### src/rtl/line_clear.sv
// line_clear: after a piece lands, scans the board RAM bottom-up, removes
// every completely filled row and reports how many rows were removed.
// The row above each full row is shifted down, cell by cell, and row 0 is
// cleared. This block owns the RAM interface while busy.
//
// Ports:
//   clk, reset_n   clock, asynchronous active-low reset
//   enable         level request; sampled only in IDLE and DONE
//   ram_rdata      RAM read data, valid the cycle after ram_addr
//   ram_addr       RAM address = row*BOARD_W + col
//   ram_wdata      RAM write data
//   ram_wren       RAM write enable
//   busy           high in every state except IDLE and DONE
//   rows_cleared   full rows removed in the last run (saturates at BOARD_H)
//   complete       one-cycle pulse when the run finishes
module line_clear #(
    parameter int unsigned BOARD_W  = 10,
    parameter int unsigned BOARD_H  = 20,
    parameter int unsigned ADDR_W   = 8,
    parameter int unsigned COLOUR_W = 6
) (
    input  logic                clk,
    input  logic                reset_n,
    input  logic                enable,
    input  logic [COLOUR_W-1:0] ram_rdata,
    output logic [ADDR_W-1:0]   ram_addr,
    output logic [COLOUR_W-1:0] ram_wdata,
    output logic                ram_wren,
    output logic                busy,
    output logic [4:0]          rows_cleared,
    output logic                complete
);

    localparam int unsigned ROW_W = 5;
    localparam int unsigned COL_W = 4;
    localparam int unsigned CNT_W = 5;

    localparam logic [COL_W-1:0]  COL_LAST = COL_W'(BOARD_W - 1);
    localparam logic [ROW_W-1:0]  ROW_LAST = ROW_W'(BOARD_H - 1);
    localparam logic [CNT_W-1:0]  CNT_MAX  = CNT_W'(BOARD_H);
    localparam logic [ADDR_W-1:0] W_A      = ADDR_W'(BOARD_W);

    typedef enum logic [2:0] {
        IDLE,
        SCAN_A,
        SCAN_D,
        SHIFT_RD,
        SHIFT_WR,
        CLR_TOP,
        DONE
    } state_t;

    state_t             state, state_d;
    logic [ROW_W-1:0]   row, row_d;
    logic [COL_W-1:0]   col, col_d;
    logic [ROW_W-1:0]   src_row, src_row_d;
    logic [CNT_W-1:0]   cnt_d;
    logic [ADDR_W-1:0]  addr_d;
    logic               wren_d;
    logic               busy_d;
    logic               complete_d;

    // Linear cell address, computed at ADDR_W width.
    function automatic logic [ADDR_W-1:0] cell_addr(input logic [ROW_W-1:0] r,
                                                    input logic [COL_W-1:0] c);
        return ADDR_W'(r) * W_A + ADDR_W'(c);
    endfunction

    // State, counters and registered outputs.
    always_ff @(posedge clk or negedge reset_n) begin
        if (!reset_n) begin
            state        <= IDLE;
            row          <= '0;
            col          <= '0;
            src_row      <= '0;
            rows_cleared <= '0;
            ram_addr     <= '0;
            ram_wren     <= 1'b0;
            busy         <= 1'b0;
            complete     <= 1'b0;
        end else begin
            state        <= state_d;
            row          <= row_d;
            col          <= col_d;
            src_row      <= src_row_d;
            rows_cleared <= cnt_d;
            ram_addr     <= addr_d;
            ram_wren     <= wren_d;
            busy         <= busy_d;
            complete     <= complete_d;
        end
    end

    // Next state and counters; outputs are decoded from the next state so the
    // registered RAM address lines up with the state that presents it.
    always_comb begin
        state_d    = state;
        row_d      = row;
        col_d      = col;
        src_row_d  = src_row;
        cnt_d      = rows_cleared;
        addr_d     = '0;
        wren_d     = 1'b0;
        busy_d     = 1'b0;
        complete_d = 1'b0;

        case (state)
            IDLE: begin
                if (enable) begin
                    row_d   = ROW_LAST;
                    col_d   = '0;
                    cnt_d   = '0;
                    state_d = SCAN_A;
                end
            end
            SCAN_A: state_d = SCAN_D;
            SCAN_D: begin
                if (ram_rdata == '0) begin
                    // First empty cell ends the scan of this row.
                    if (row == '0) begin
                        state_d = DONE;
                    end else begin
                        row_d   = row - ROW_W'(1);
                        col_d   = '0;
                        state_d = SCAN_A;
                    end
                end else if (col == COL_LAST) begin
                    cnt_d     = (rows_cleared == CNT_MAX) ? rows_cleared
                                                          : rows_cleared + CNT_W'(1);
                    src_row_d = row;
                    col_d     = '0;
                    // Nothing lies above row 0, so only the clear is needed.
                    state_d   = (row == '0) ? CLR_TOP : SHIFT_RD;
                end else begin
                    col_d   = col + COL_W'(1);
                    state_d = SCAN_A;
                end
            end
            SHIFT_RD: state_d = SHIFT_WR;
            SHIFT_WR: begin
                if (col == COL_LAST) begin
                    col_d = '0;
                    if (src_row == ROW_W'(1)) begin
                        state_d = CLR_TOP;
                    end else begin
                        src_row_d = src_row - ROW_W'(1);
                        state_d   = SHIFT_RD;
                    end
                end else begin
                    col_d   = col + COL_W'(1);
                    state_d = SHIFT_RD;
                end
            end
            CLR_TOP: begin
                if (col == COL_LAST) begin
                    // Row is unchanged: rescan the row that just shifted in.
                    col_d   = '0;
                    state_d = SCAN_A;
                end else begin
                    col_d = col + COL_W'(1);
                end
            end
            DONE: begin
                if (!enable) state_d = IDLE;
            end
            default: state_d = IDLE;
        endcase

        case (state_d)
            SCAN_A:   addr_d = cell_addr(row_d, col_d);
            SHIFT_RD: addr_d = cell_addr(src_row_d - ROW_W'(1), col_d);
            SHIFT_WR: begin
                addr_d = cell_addr(src_row_d, col_d);
                wren_d = 1'b1;
            end
            CLR_TOP: begin
                addr_d = ADDR_W'(col_d);
                wren_d = 1'b1;
            end
            default: addr_d = '0;
        endcase

        busy_d     = (state_d != IDLE) && (state_d != DONE);
        complete_d = (state_d == DONE) && (state != DONE);
    end

    // Moved cells pass straight through from the read issued in SHIFT_RD;
    // CLR_TOP and all other states write/drive zero.
    assign ram_wdata = (state == SHIFT_WR) ? ram_rdata : '0;

endmodule

### config.mk
export PLATFORM = sky130hd
export DESIGN_NAME = line_clear
export DESIGN_NICKNAME = d
export VERILOG_FILES = /design/src/rtl/line_clear.sv
export SDC_FILE = /design/constraint.sdc
export NUM_CORES = 1
export LEC_CHECK = 0
export CORE_ASPECT_RATIO = 0.7
export CORE_MARGIN = 3
export CORE_UTILIZATION = 45
export CTS_CLUSTER_SIZE = 30
export DETAILED_ROUTE_END_ITERATION = 10
export GPL_ROUTABILITY_DRIVEN = 0
export MAX_ROUTING_LAYER = met4
export PLACE_DENSITY = 0.77
export SLEW_MARGIN = 10
export SYNTH_ARGS = -nofsm -noshare
export SYNTH_HDL_FRONTEND = slang
export SYNTH_SLANG_ARGS = --single-unit
### constraint.sdc
create_clock -name clk -period 3.9 [get_ports clk]
set_clock_uncertainty 0.05 [all_clocks]
set_input_delay 1.17 -clock clk [delete_from_list [all_inputs] [get_ports clk]]
set_output_delay 1.17 -clock clk [all_outputs]
set_load 0.05 [all_outputs]
* Word level (Yosys, flattened, before mapping)
Cells that the tools add are included.
Operators by class: muxes and demuxes 32, $add $sub $neg 8, reduce and logical (&&, ||, !) cells 10, equal/unequal tests 20, $mul 3
Operators with widths (number):
- 2-to-1 mux 5 bit | 11
- case mux 8 bit (4 select lines) | 1
- case mux 5 bit (2 select lines) | 3
- 2-to-1 mux 3 bit | 9
- adder 8 x 4 -> 8 bit | 3
- multiplier 5 x 3 -> 7 bit (second input constant) | 3
- case mux 3 bit (7 select lines) | 1
- == test 3 bit (second input constant) | 6
- 2-to-1 mux 4 bit | 4
- subtractor 5 x 1 -> 5 bit (second input constant) | 3
- case mux 4 bit (3 select lines) | 1
- == test 3 x 2 -> 1 bit (second input constant) | 3
- != test 2 bit (second input constant) | 4
- == test 3 x 1 -> 1 bit (second input constant) | 2
- zero test 6 bit | 1
- 2-to-1 mux 6 bit | 1
- != test 3 bit (second input constant) | 2
- adder 5 x 1 -> 5 bit (second input constant) | 1
- == test 5 x 1 -> 1 bit (second input constant) | 1
- == test 5 bit (second input constant) | 1
- zero test 5 bit | 1
- AND reduction 5 bit | 1
- adder 4 x 1 -> 4 bit (second input constant) | 1
- == test 4 bit (second input constant) | 1
- other kinds (6) | 8
Word-level totals: flip-flop bits (word level) 33, input bits 9

* Logic depth before layout (Yosys ltp)
Gate-level depths: netlist (run 1).
word-level depth 8, gate-level depth with buffers 20, depth with buffers taken out 19

* Least setup slack after synthesis (run 1)
Ideal clock, no wire load.
path kind input-to-reg, start point input port ram_rdata[2], end point register ram_addr[7], data required time 3.725 ns, stages on the path 16, library setup time 0.125 ns, arrival time 4.663 ns, setup slack -0.938 ns, cell sequence or4_4 o21ai_4 nor2_2 a211oi_4 inv_1 nor3_1 xnor2_1 ha_1 ha_1 fa_1 nand3_1 a211oi_1 a211o_1 nand4_1 and2_1 mux2_2
Between the ends: longest elaborated chain between the ends 7, elaborated cells between the ends (all ways) 21, classes of those cells add/sub: 4; mul: 3; eq/ne: 4; mux: 9; reduce/logical: 1
RTL lines:
- start, declared | RTL line 25 | input logic [COLOUR_W-1:0] ram_rdata,
- zero test 6 bit (*) | RTL line 118 | if (ram_rdata == '0) begin
- 2-to-1 mux 5 bit (*) | RTL line 118
- case mux 5 bit (2 select lines) (*) | RTL line 107 | case (state)
- net src_row_d[2] | RTL line 56 | logic [ROW_W-1:0] src_row, src_row_d;
- subtractor 5 x 1 -> 5 bit | RTL line 171 | SHIFT_RD: addr_d = cell_addr(src_row_d - ROW_W'(1), col_d);
- multiplier 5 x 3 -> 7 bit | RTL line 66 | return ADDR_W'(r) * W_A + ADDR_W'(c);
- adder 8 x 4 -> 8 bit | RTL line 66
- case mux 8 bit (4 select lines) (*) | RTL line 169 | case (state_d)
- net addr_d[7] | RTL line 58 | logic [ADDR_W-1:0] addr_d;
- end signal, assigned | RTL line 87 | ram_addr <= addr_d;
- end, declared | RTL line 26 | output logic [ADDR_W-1:0] ram_addr,
The timed path passes the listed nets; every way through them passes the cells marked *. A chain may end at the register's enable or synchronous reset.

* Worst setup path in the final report (run 1)
start point input port ram_rdata[3], end point register ram_addr[7]
Same word-level chain as after synthesis.

==> run metrics, run 1 <==
Startpoint Class primary input; # DRC 0; Worst slew margin 0.6489; TritonCTS sink count 33; CTS tree done; Die H 71.50 um; Internal between 0.0015 and 0.002 W; Iter 0 DRT Violations about 240; Initial DRT Pass Iterations 5; Critical Path AT 5.00 ns; critical path's largest stage delay ~0.58 ns; initial core utilization 0.4744; Post-Syn Area per Cell 9.101 um2; Synth cell types 63; Slew @ Worst Pin 0.5253 ns; Tmin final between 4 and 5 ns; Main synth FF type dfrtp_1; CP Cell Sequence buf_6 -> or4_4 -> o211ai_4 -> and3_4 -> a21oi_4 -> o21ai_4 -> inv_2 -> ha_4 -> inv_2 -> ha_4 -> ha_4 -> fa_1 -> nand3_2 -> a211oi_2 -> a211o_1 -> nand4_1 -> and2_1 -> mux2_4; post-synthesis sequential area ratio 0.2995; Max VDD drop 598.2 uV; YS warnings 0; share of post-route cells with drive strength above 1 0.3843; Row Count 23; Crit. End Element flop; # nets final 473; synthesis-stage register bit count 33; register clock-pin slew on the reported worst setup and hold paths 0.07 ns; ANT cells 0; Die ar. 7118 um2; Sw Pwr 0.001318 W; Clock Latency Late Sink slightly below 0.3 ns; total CTS buffers 5; DP Cell Count roughly 490; Comb power frac 0.736; pin count of the biggest net entering global routing 34; Worst EP required ~4 ns; Max Freq 205.4 MHz; Setup Crit Path Kind in -> reg; vias in the first global route ~2800; port buffer count 30; mean routed wirelength per cell 18.39 um; placed instance area about 3800 um2; crit path max fanout 5; initial antenna violation count 0; CP max stage cell or4_4; Tcrit/Tclk final 1.248; first-pass GRT wire length 13460 um; Slew Limit Fails 0; final wirelength 9323 um; async set or reset register ratio after synthesis 1.000; H-tree depth 2; core area 5813 um2; final hold violations 0; CTS root buf clkbuf_8; final instance area 4297 um2; clock tree buffer depth 2; failing checks negative setup slack; pwr/cell area 670.8 nW/um2; clock share of power 0.093; synthesized netlist cell count just over 300; via-per-instance ratio roughly 5.8; total of max-cap violations 0; status finished with violations; Pwr Total 0.002882 W; Final Non-Filler Cells about 510; Sw Share 0.4571; final core utilization 0.7391; leakage between 2 and 2.5 nW; io pins 31; worst setup margin -0.9688 ns; Syn-to-layout area delta 55.81%; HP Class reg -> reg; post-synthesis cell area 2758 um2; Synth Net Count between 300 and 400; Seq pwr share 0.171; GRT Util Overall 0.2486; Setup-failing EPs final 5; Layout fillers approximately 400; most used cell, CP ha_4; RSZ-0062 raised after global routing yes; Via Count a little under 3000; DRT antenna net count 0; Post-synth EDFFs 0; remaining global-route overflow 0; detailed placement HPWL 6250 um; Die Span X roughly 100 um
worst max-delay path: cells and delay by family:
| family | cells | cell delay, ns |
|---|---|---|
| buffers and inverters | 3 | 0.23 |
| adder cells (fa/ha/maj) | 4 | 1.24 |
| AND/OR/NAND/NOR | 5 | 1.16 |
| multiplexers | 1 | 0.25 |
| AO/OA/AOI/OAI | 5 | 0.93 |
sequential cells by signal, summed over array words and instances, names as in the netlist:
register / count
ram_wren: 1
state: 3
col: 4
busy: 1
ram_addr: 8
row: 5
complete: 1
rows_cleared: 5
src_row: 5
metrics by stage:
stage | TNS [ns] | hold WS [ns] | setup slack (ns)
after detailed placement | -6.251 | 0.5202 | -1.397
after CTS | -1.897 | 0.5374 | -0.6850
after floorplan | -2.193 | 0.4643 | -0.7972
final | -3.156 | 0.5282 | -0.9688
after global placement | -5.695 | 0.5033 | -1.287
after global routing | -3.386 | 0.5922 | -1.006
final cells by class:
type | instances | area [um2] | share of cell area
clock buffer | 7 | 86.33 | 0.02009
inverter | 30 | 112.6 | 0.02621
multi-input combinational | 233 | 2054 | 0.4782
sequential | 33 | 825.8 | 0.1922
tap | 75 | 93.84 | 0.02184
timing repair buffer | 129 | 1124 | 0.2615
cell usage in the layout, fill, tap and decap left out, types with 6 or more instances in the layout:
cell             Yosys  final
a211oi_2             2      6
a21o_1               6      6
a21oi_1             12     10
and2_1               7      7
buf_12               0      7
buf_4                0     95
buf_6                1      6
clkbuf_8             0      6
clkdlybuf4s50_1      0     18
dfrtp_1             33     33
ha_1                28     22
ha_4                 0      6
inv_1               29     25
nand2_1             22     21
nand2b_1             7      7
nor2_1              23     23
nor2b_1              6      6
nor3_1               9      7
o21ai_0             14     13
xnor2_1             13      9
final timing paths:
check / startpoint / end / slack (ns) / depth (start not counted)
setup / recovery: ram_rdata[3] / ram_addr[7] / -0.97 / 18
hold / removal: rows_cleared[0] / rows_cleared[0] / 0.53 / 2
hold reg to reg: rows_cleared[0] / rows_cleared[0] / 0.53 / 2
setup reg to reg: col[1] / ram_addr[7] / -0.74 / 18
min in group asynchronous: reset_n / rows_cleared[4] / 1.24 / 2
max in group asynchronous: reset_n / row[0] / 2.25 / 2
power by group through the flow:
stage                     registers, W  logic [W]  clock network, W
after floorplan               0.000682   0.000867                 0
after global placement        0.000493    0.00178                 0
after detailed placement      0.000499    0.00182                 0
after CTS                     0.000493    0.00192          0.000276
after global routing          0.000502    0.00225          0.000283
final                         0.000494    0.00212          0.000267
per-layer routing:
metal,vias up,track usage,share of wire
met4,0,0.09697,0.024
met3,27,0.05350,0.067
met2,135,0.3876,0.49
met5,-,-,0
li1,1343,-,-
met1,1413,0.3181,0.42
cell usage after synthesis, drive strengths merged (3+ instances only):
master | count | area share
inv | 30 | 0.041
nand3b | 4 | 0.011
o22ai | 3 | 0.0068
and2 | 7 | 0.016
o211ai | 3 | 0.012
xnor2 | 13 | 0.041
nor4b | 3 | 0.012
a21o | 6 | 0.016
and3 | 4 | 0.0091
xor2 | 3 | 0.0095
o21ai | 16 | 0.033
nand3 | 9 | 0.016
nor2b | 6 | 0.014
buf | 6 | 0.013
a211oi | 8 | 0.030
nand4 | 5 | 0.011
a21oi | 12 | 0.022
dfrtp | 33 | 0.30
nor2 | 24 | 0.034
nor3 | 9 | 0.016
fa | 4 | 0.029
nand2 | 22 | 0.030
nand2b | 7 | 0.016
ha | 28 | 0.13
what timing repair did:
item                       in CTS  in global routing
buffers inserted               10                  5
pin swaps                      22                 19
setup endpoints to repair       6                  5
hold buffers                    0                  0
resized for setup              35                 28
kinds of logic (layout without fill, tap and decap cells):
logic type / count (synthesis) / after routing / share of synthesized area
AND/OR/NAND/NOR: 112 / 112 / 0.2241
buffers and inverters: 37 / 166 / 0.05535
adder cells (fa/ha/maj): 32 / 32 / 0.1561
AO/OA/AOI/OAI: 70 / 70 / 0.1983
flip-flops: 33 / 33 / 0.2995
XOR/XNOR: 17 / 17 / 0.05899
multiplexers: 2 / 2 / 0.007713
No activity file was read; power rests on OpenSTA's default activity.
==> run 2: changes to the inputs <==
Settings changed: ABC_CLOCK_PERIOD_IN_PS set to 3900, TNS_END_PERCENT set to 20.
==> run 2 against run 1 <==
Compared with the run above: the run still ends with negative setup slack left; register-to-register slack gained 0.07 ns; fmax grew 1.0%; non-clock buffer count grew 11; combinational power shrank 3%; critical endpoint unchanged; largest power group unchanged.
==> run metrics, run 2 (synthesis gave the netlist of run 1 again) <==
initial antenna violation count 0 (unchanged); Critical Path AT 4.95 ns (-0.05 ns); Worst slew margin 0.5591 (-0.08974); DRT antenna net count 0 (unchanged); Largest register FFs 8 (unchanged); clock share of power 0.120 (+0.027); clock tree buffer depth 2 (unchanged); Initial DRT Pass Iterations 6 (+1); # DRC 0 (unchanged); via-per-instance ratio 5.890 (+2.3%); port buffer count 30 (unchanged); ANT cells 0 (unchanged); worst hold start rows_cleared[1]; Sw Share 0.4641 (+0.006956); final wirelength 9913 um (+6.3%); mean routed wirelength per cell 19.10 um (+3.9%); status finished with violations; Syn-to-layout area delta 56.26%; final hold violations 0 (unchanged); CP bufs+invs 2 (-1); Die ar. 7118 um2 (unchanged); CTS tree done; Tmin final 4.820 ns (-0.04863 ns); Via Count 3057 (+4.8%); Max VDD drop 491.0 uV (-18%); most frequent cells in the layout buf_4, dfrtp_1, inv_1; Internal 0.001552 W (-0.80%); Startpoint Class primary input; io pins 31 (unchanged); initial core utilization 0.4744 (unchanged); remaining global-route overflow 0 (unchanged); TritonCTS sink count 33 (unchanged); Clock Latency Late Sink 0.30 ns (about the same); final core utilization 0.7413 (+0.002153); crit path max fanout 5 (unchanged); Setup Crit Path Kind in -> reg; CP max stage cell or4_4; share of post-route cells with drive strength above 1 0.3806 (-0.003629); pwr/cell area 672.1 nW/um2 (+0.19%); Slew @ Worst Pin 0.6596 ns (+0.1343 ns); R2R Setup Slk -0.67 ns (+0.07 ns); commonest non-fill, non-tap cell in the layout buf_4; core area 5813 um2 (unchanged); H-tree depth 2 (unchanged); RSZ-0062 raised after global routing yes; HP Class reg -> reg; Crit. End Element flop; Max Freq 207.5 MHz (+1.0%); Sw Pwr 0.001344 W (+2.0%); FF-to-FF path depth 18 (unchanged); critical path's largest stage delay 0.57 ns (about the same); Seq pwr share 0.170 (about the same); Most flops, register ram_addr; leakage 2.097 nW (+1.9%); register clock-pin slew on the reported worst setup and hold paths 0.07 ns (about the same); hold path cells 2 (unchanged); Setup-failing EPs final 7 (+2); vias in the first global route 3007 (+5.9%); Comb power frac 0.710 (-0.026); Die Span X 99.57 um (unchanged); total CTS buffers 5 (unchanged); reg2reg start col[1]; detailed placement HPWL 6370 um (+1.9%); Slew Limit Fails 0 (unchanged); Tcrit/Tclk final 1.236 (-0.01247); cell family with most CP delay simple AND/OR/NAND/NOR gates; CTS root buf clkbuf_8; Iter 0 DRT Violations 284 (+20%); Row Count 23 (unchanged); failing checks negative setup slack; Final Non-Filler Cells 519 (+2.4%); worst setup margin -0.9202 ns (+0.04863 ns); # nets final 484 (+2.3%); DP Cell Count 482 (-0.62%); pin count of the biggest net entering global routing 34 (unchanged); Die H 71.50 um (unchanged); CP Cell Sequence buf_6 -> or4_4 -> o211ai_4 -> buf_4 -> o221ai_4 -> nor3_4 -> xnor2_2 -> ha_4 -> ha_4 -> fa_1 -> nand3_2 -> a211oi_2 -> a211o_1 -> nand4_1 -> and2_4 -> mux2_4; total of max-cap violations 0 (unchanged); GRT Util Overall 0.2792 (+0.03058); worst hold path endpoint rows_cleared[1]; first-pass GRT wire length 15070 um (+12%); Crit Reg-Reg Endpoint ram_addr[7]; Worst EP required 4.03 ns (about the same); most used cell, CP ha_4; Pwr Total 0.002896 W (+0.48%)
run 2: metal layers:
metal,vias to the layer above,wire length (um),GRT usage
met5,-,0,-
met4,0,503,0.1303
met3,54,717,0.04864
met2,191,4642,0.4449
met1,1440,4050,0.3483
li1,1372,-,-
run 2: what timing repair did:
item / CTS / global route
pin swaps: 20 / 15
setup buffers: 26 / 3
endpoints found under the setup margin: 6 / 7
hold buffers: 0 / 0
resized for setup: 37 / 10
run 2: power by group through the flow:
stage               registers, W  clock network [W]  logic (W)
finish                  0.000494           0.000348    0.00206
global placement        0.000493                  0    0.00174
global route            0.000507           0.000364    0.00215
floorplan               0.000682                  0   0.000866
detailed placement      0.000496                  0    0.00181
CTS                     0.000491           0.000345    0.00187
run 2: worst max path at each step:
stage	from	end	slack (ns)	cells after the start
global placement	ram_rdata[4]	ram_addr[7]	-1.29	18
detailed placement	ram_rdata[4]	ram_addr[7]	-1.46	17
global route	ram_rdata[3]	ram_addr[7]	-1.02	16
finish	ram_rdata[3]	ram_addr[7]	-0.92	16
floorplan	ram_rdata[4]	ram_addr[7]	-0.80	16
CTS	ram_rdata[5]	ram_addr[7]	-0.71	18
run 2: area by class of cell:
type / count / area [um2]
clock inverters: 1 / 30.03
flip-flops and latches: 33 / 825.8
multi-input cells: 233 / 1978
well taps: 75 / 93.84
clock buffers: 7 / 86.33
inverters: 30 / 112.6
fillers: 372 / 1504
repair buffers: 140 / 1182
run 2: worst min-delay path, delay by kind of cell (launching register included):
family,cells,cell delay (ns)
flip-flops,1,0.41
AND/OR/NAND/NOR,1,0.06
AO/OA/AOI/OAI,1,0.07
run 2: through the flow:
step	setup TNS (ns)	worst slack [ns]	cell area, um2	hold slack (ns)
2_1_floorplan	-2.231	-0.7972	2796	0.4643
3_3_place_gp	-5.661	-1.285	3819	0.5011
3_5_place_dp	-6.532	-1.464	3819	0.5164
4_1_cts	-2.804	-0.7125	4217	0.5313
5_1_grt	-4.502	-1.023	4309	0.5788
6_report	-4.058	-0.9202	4309	0.5230
==> run 3: changes to the inputs <==
Settings changed: ABC_CLOCK_PERIOD_IN_PS 3900 to 4200.
Clock period 3.9 ns to 4.2 ns, I/O delays scaled along.
==> run 3 against run 2 <==
Compared with the run above: the flow still finishes with violations (negative setup slack); clock-buffer cell count is the same; non-clock buffer count is 38 lower; sequential share of layout area up 2.1 points; setup slack improved by 0.32 ns; combinational power decreased by 19%; first-iteration DRC count down 39%; critical path type unchanged; highest routed layer unchanged.
==> run metrics, run 3 (synthesis gave the netlist of run 1 again) <==
Slew @ Worst Pin 0.5403 ns (-0.1192 ns); Setup-failing EPs final 4 (-3); leakage 1.859 nW (-11%); Syn-to-layout area delta 40.74%; Die H 71.50 um (unchanged); Sw Share 0.4502 (-0.01391); Seq pwr share 0.190 (+0.020); register clock-pin slew on the reported worst setup and hold paths 0.07 ns (about the same); Crit. End Element flop; HP Class reg -> reg; first-pass GRT wire length 12740 um (-15%); Critical Path AT 4.93 ns (-0.02 ns); vias in the first global route 2669 (-11%); core area 5813 um2 (unchanged); Startpoint Class primary input; total CTS buffers 5 (unchanged); DRT antenna net count 0 (unchanged); Max Freq 208.1 MHz; Clock Latency Late Sink 0.29 ns (about the same); # DRC 0 (unchanged); pwr/cell area 633.3 nW/um2 (-5.8%); RSZ-0062 raised after global routing yes; pin count of the biggest net entering global routing 34 (unchanged); most frequent cells in the layout buf_4, dfrtp_1, inv_1; most used cell, CP inv_2; Sw Pwr 0.001107 W (-18%); Row Count 23 (unchanged); Initial DRT Pass Iterations 5 (-1); io pins 31 (unchanged); clock share of power 0.129 (+0.009); mean routed wirelength per cell 16.09 um (-16%); share of post-route cells with drive strength above 1 0.3079 (-0.07275); final hold violations 0 (unchanged); status finished with violations; commonest non-fill, non-tap cell in the layout buf_4; Comb power frac 0.681 (-0.029); Setup Crit Path Kind in -> reg; initial antenna violation count 0 (unchanged); Max VDD drop 454.0 uV (-7.5%); total of max-cap violations 0 (unchanged); Via Count 2682 (-12%); final wirelength 7739 um (-22%); final core utilization 0.6677 (-0.07361); remaining global-route overflow 0 (unchanged); detailed placement HPWL 5839 um (-8.3%); TritonCTS sink count 33 (unchanged); CP Cell Sequence buf_6 -> or4_4 -> o211ai_4 -> and3_4 -> a21oi_2 -> o21ai_2 -> inv_2 -> ha_4 -> inv_2 -> ha_1 -> ha_2 -> fa_1 -> nand3_1 -> a211oi_2 -> a211o_1 -> nand4_1 -> and2_1 -> mux2_4; Pwr Total 0.002458 W (-15%); Worst EP required 4.33 ns (+0.30 ns); port buffer count 30 (unchanged); clock tree buffer depth 2 (unchanged); CP max stage cell or4_4; Tcrit/Tclk final 1.144; Largest register FFs 8 (unchanged); Iter 0 DRT Violations 172 (-39%); # nets final 446 (-7.9%); Die ar. 7118 um2 (unchanged); initial core utilization 0.4744 (unchanged); CTS tree done; CTS root buf clkbuf_8; via-per-instance ratio 5.576 (-5.3%); worst setup margin -0.6049 ns (+0.3153 ns); Slew Limit Fails 0 (unchanged); failing checks negative setup slack; Worst slew margin 0.6388 (+0.07969); H-tree depth 2 (unchanged); Most flops, register ram_addr; Tmin final 4.805 ns; GRT Util Overall 0.2322 (-0.04698); critical path's largest stage delay 0.57 ns (about the same); Internal 0.001351 W (-13%); Die Span X 99.57 um (unchanged); Hold Slack 0.5277 ns (+0.004783 ns); crit path max fanout 5 (unchanged); ANT cells 0 (unchanged)
==> run 3: cell count changes in the layout (fill, tap and decap cells not counted), sizes merged <==
| cell | previous run | this run |
|---|---|---|
| buf | 119 | 81 |
==> run 3: final cells by class <==
class	count	area, um2
Multi-Input combinational cell	233	1917
Clock buffer	7	86.33
Clock inverter	1	30.03
Timing Repair Buffer	102	815.8
Sequential cell	33	825.8
Tap cell	75	93.84
Fill cell	446	1932
Inverter	30	112.6
==> run 3: what timing repair did <==
action,CTS,global route
gates resized for setup,28,7
hold endpoints to repair,0,0
cloned,0,0
setup buffers,7,0
endpoints found under the setup margin,5,5
pin swaps,17,5
hold buffers,0,0
==> run 3: path summary, 6_finish.rpt <==
| check | start | endpoint | slack [ns] | cells past startpoint |
|---|---|---|---|---|
| worst min-delay path | rows_cleared[0] | rows_cleared[0] | 0.53 | 2 |
| worst max-delay path | ram_rdata[4] | ram_addr[7] | -0.60 | 18 |
| worst min register to register | rows_cleared[0] | rows_cleared[0] | 0.53 | 2 |
| min in group asynchronous | reset_n | row[1] | 1.32 | 2 |
| max in group asynchronous | reset_n | busy | 2.46 | 2 |
| worst max register to register | col[1] | ram_addr[7] | -0.21 | 18 |
==> run 3: critical path, delay by kind of cell <==
family                   cells  cell delay [ns]
AND/OR/NAND/NOR              5             1.18
AO/OA/AOI/OAI                5             0.75
adder cells (fa/ha/maj)      4             1.27
buffers and inverters        3             0.21
multiplexers                 1             0.25
==> run 3: power by group through the flow <==
stage	Sequential (W)	Clock [W]	Combinational, W
after floorplan	0.000633	0	0.000804
after global placement	0.000466	0	0.00154
after detailed placement	0.000470	0	0.00159
after CTS	0.000465	0.000320	0.00162
after global routing	0.000475	0.000335	0.00181
final	0.000466	0.000317	0.00167
==> run 3: layer usage <==
layer	part of all wire	global-route usage	vias up
met1	0.45	0.3205	1276
met5	0	-	-
met4	0.013	0.06364	0
met2	0.46	0.3579	102
li1	-	-	1293
met3	0.070	0.03599	11
==> run 3: stage by stage <==
step | worst slack (ns) | instance area [um2] | std cells | setup TNS (ns)
floorplan | -0.5872 | 2796 | 303 | -1.312
global placement | -1.074 | 3623 | 466 | -4.435
detailed placement | -1.242 | 3623 | 466 | -5.154
CTS | -0.5177 | 3837 | 481 | -1.257
global route | -0.7521 | 3881 | 481 | -2.129
finish | -0.6049 | 3881 | 481 | -1.498
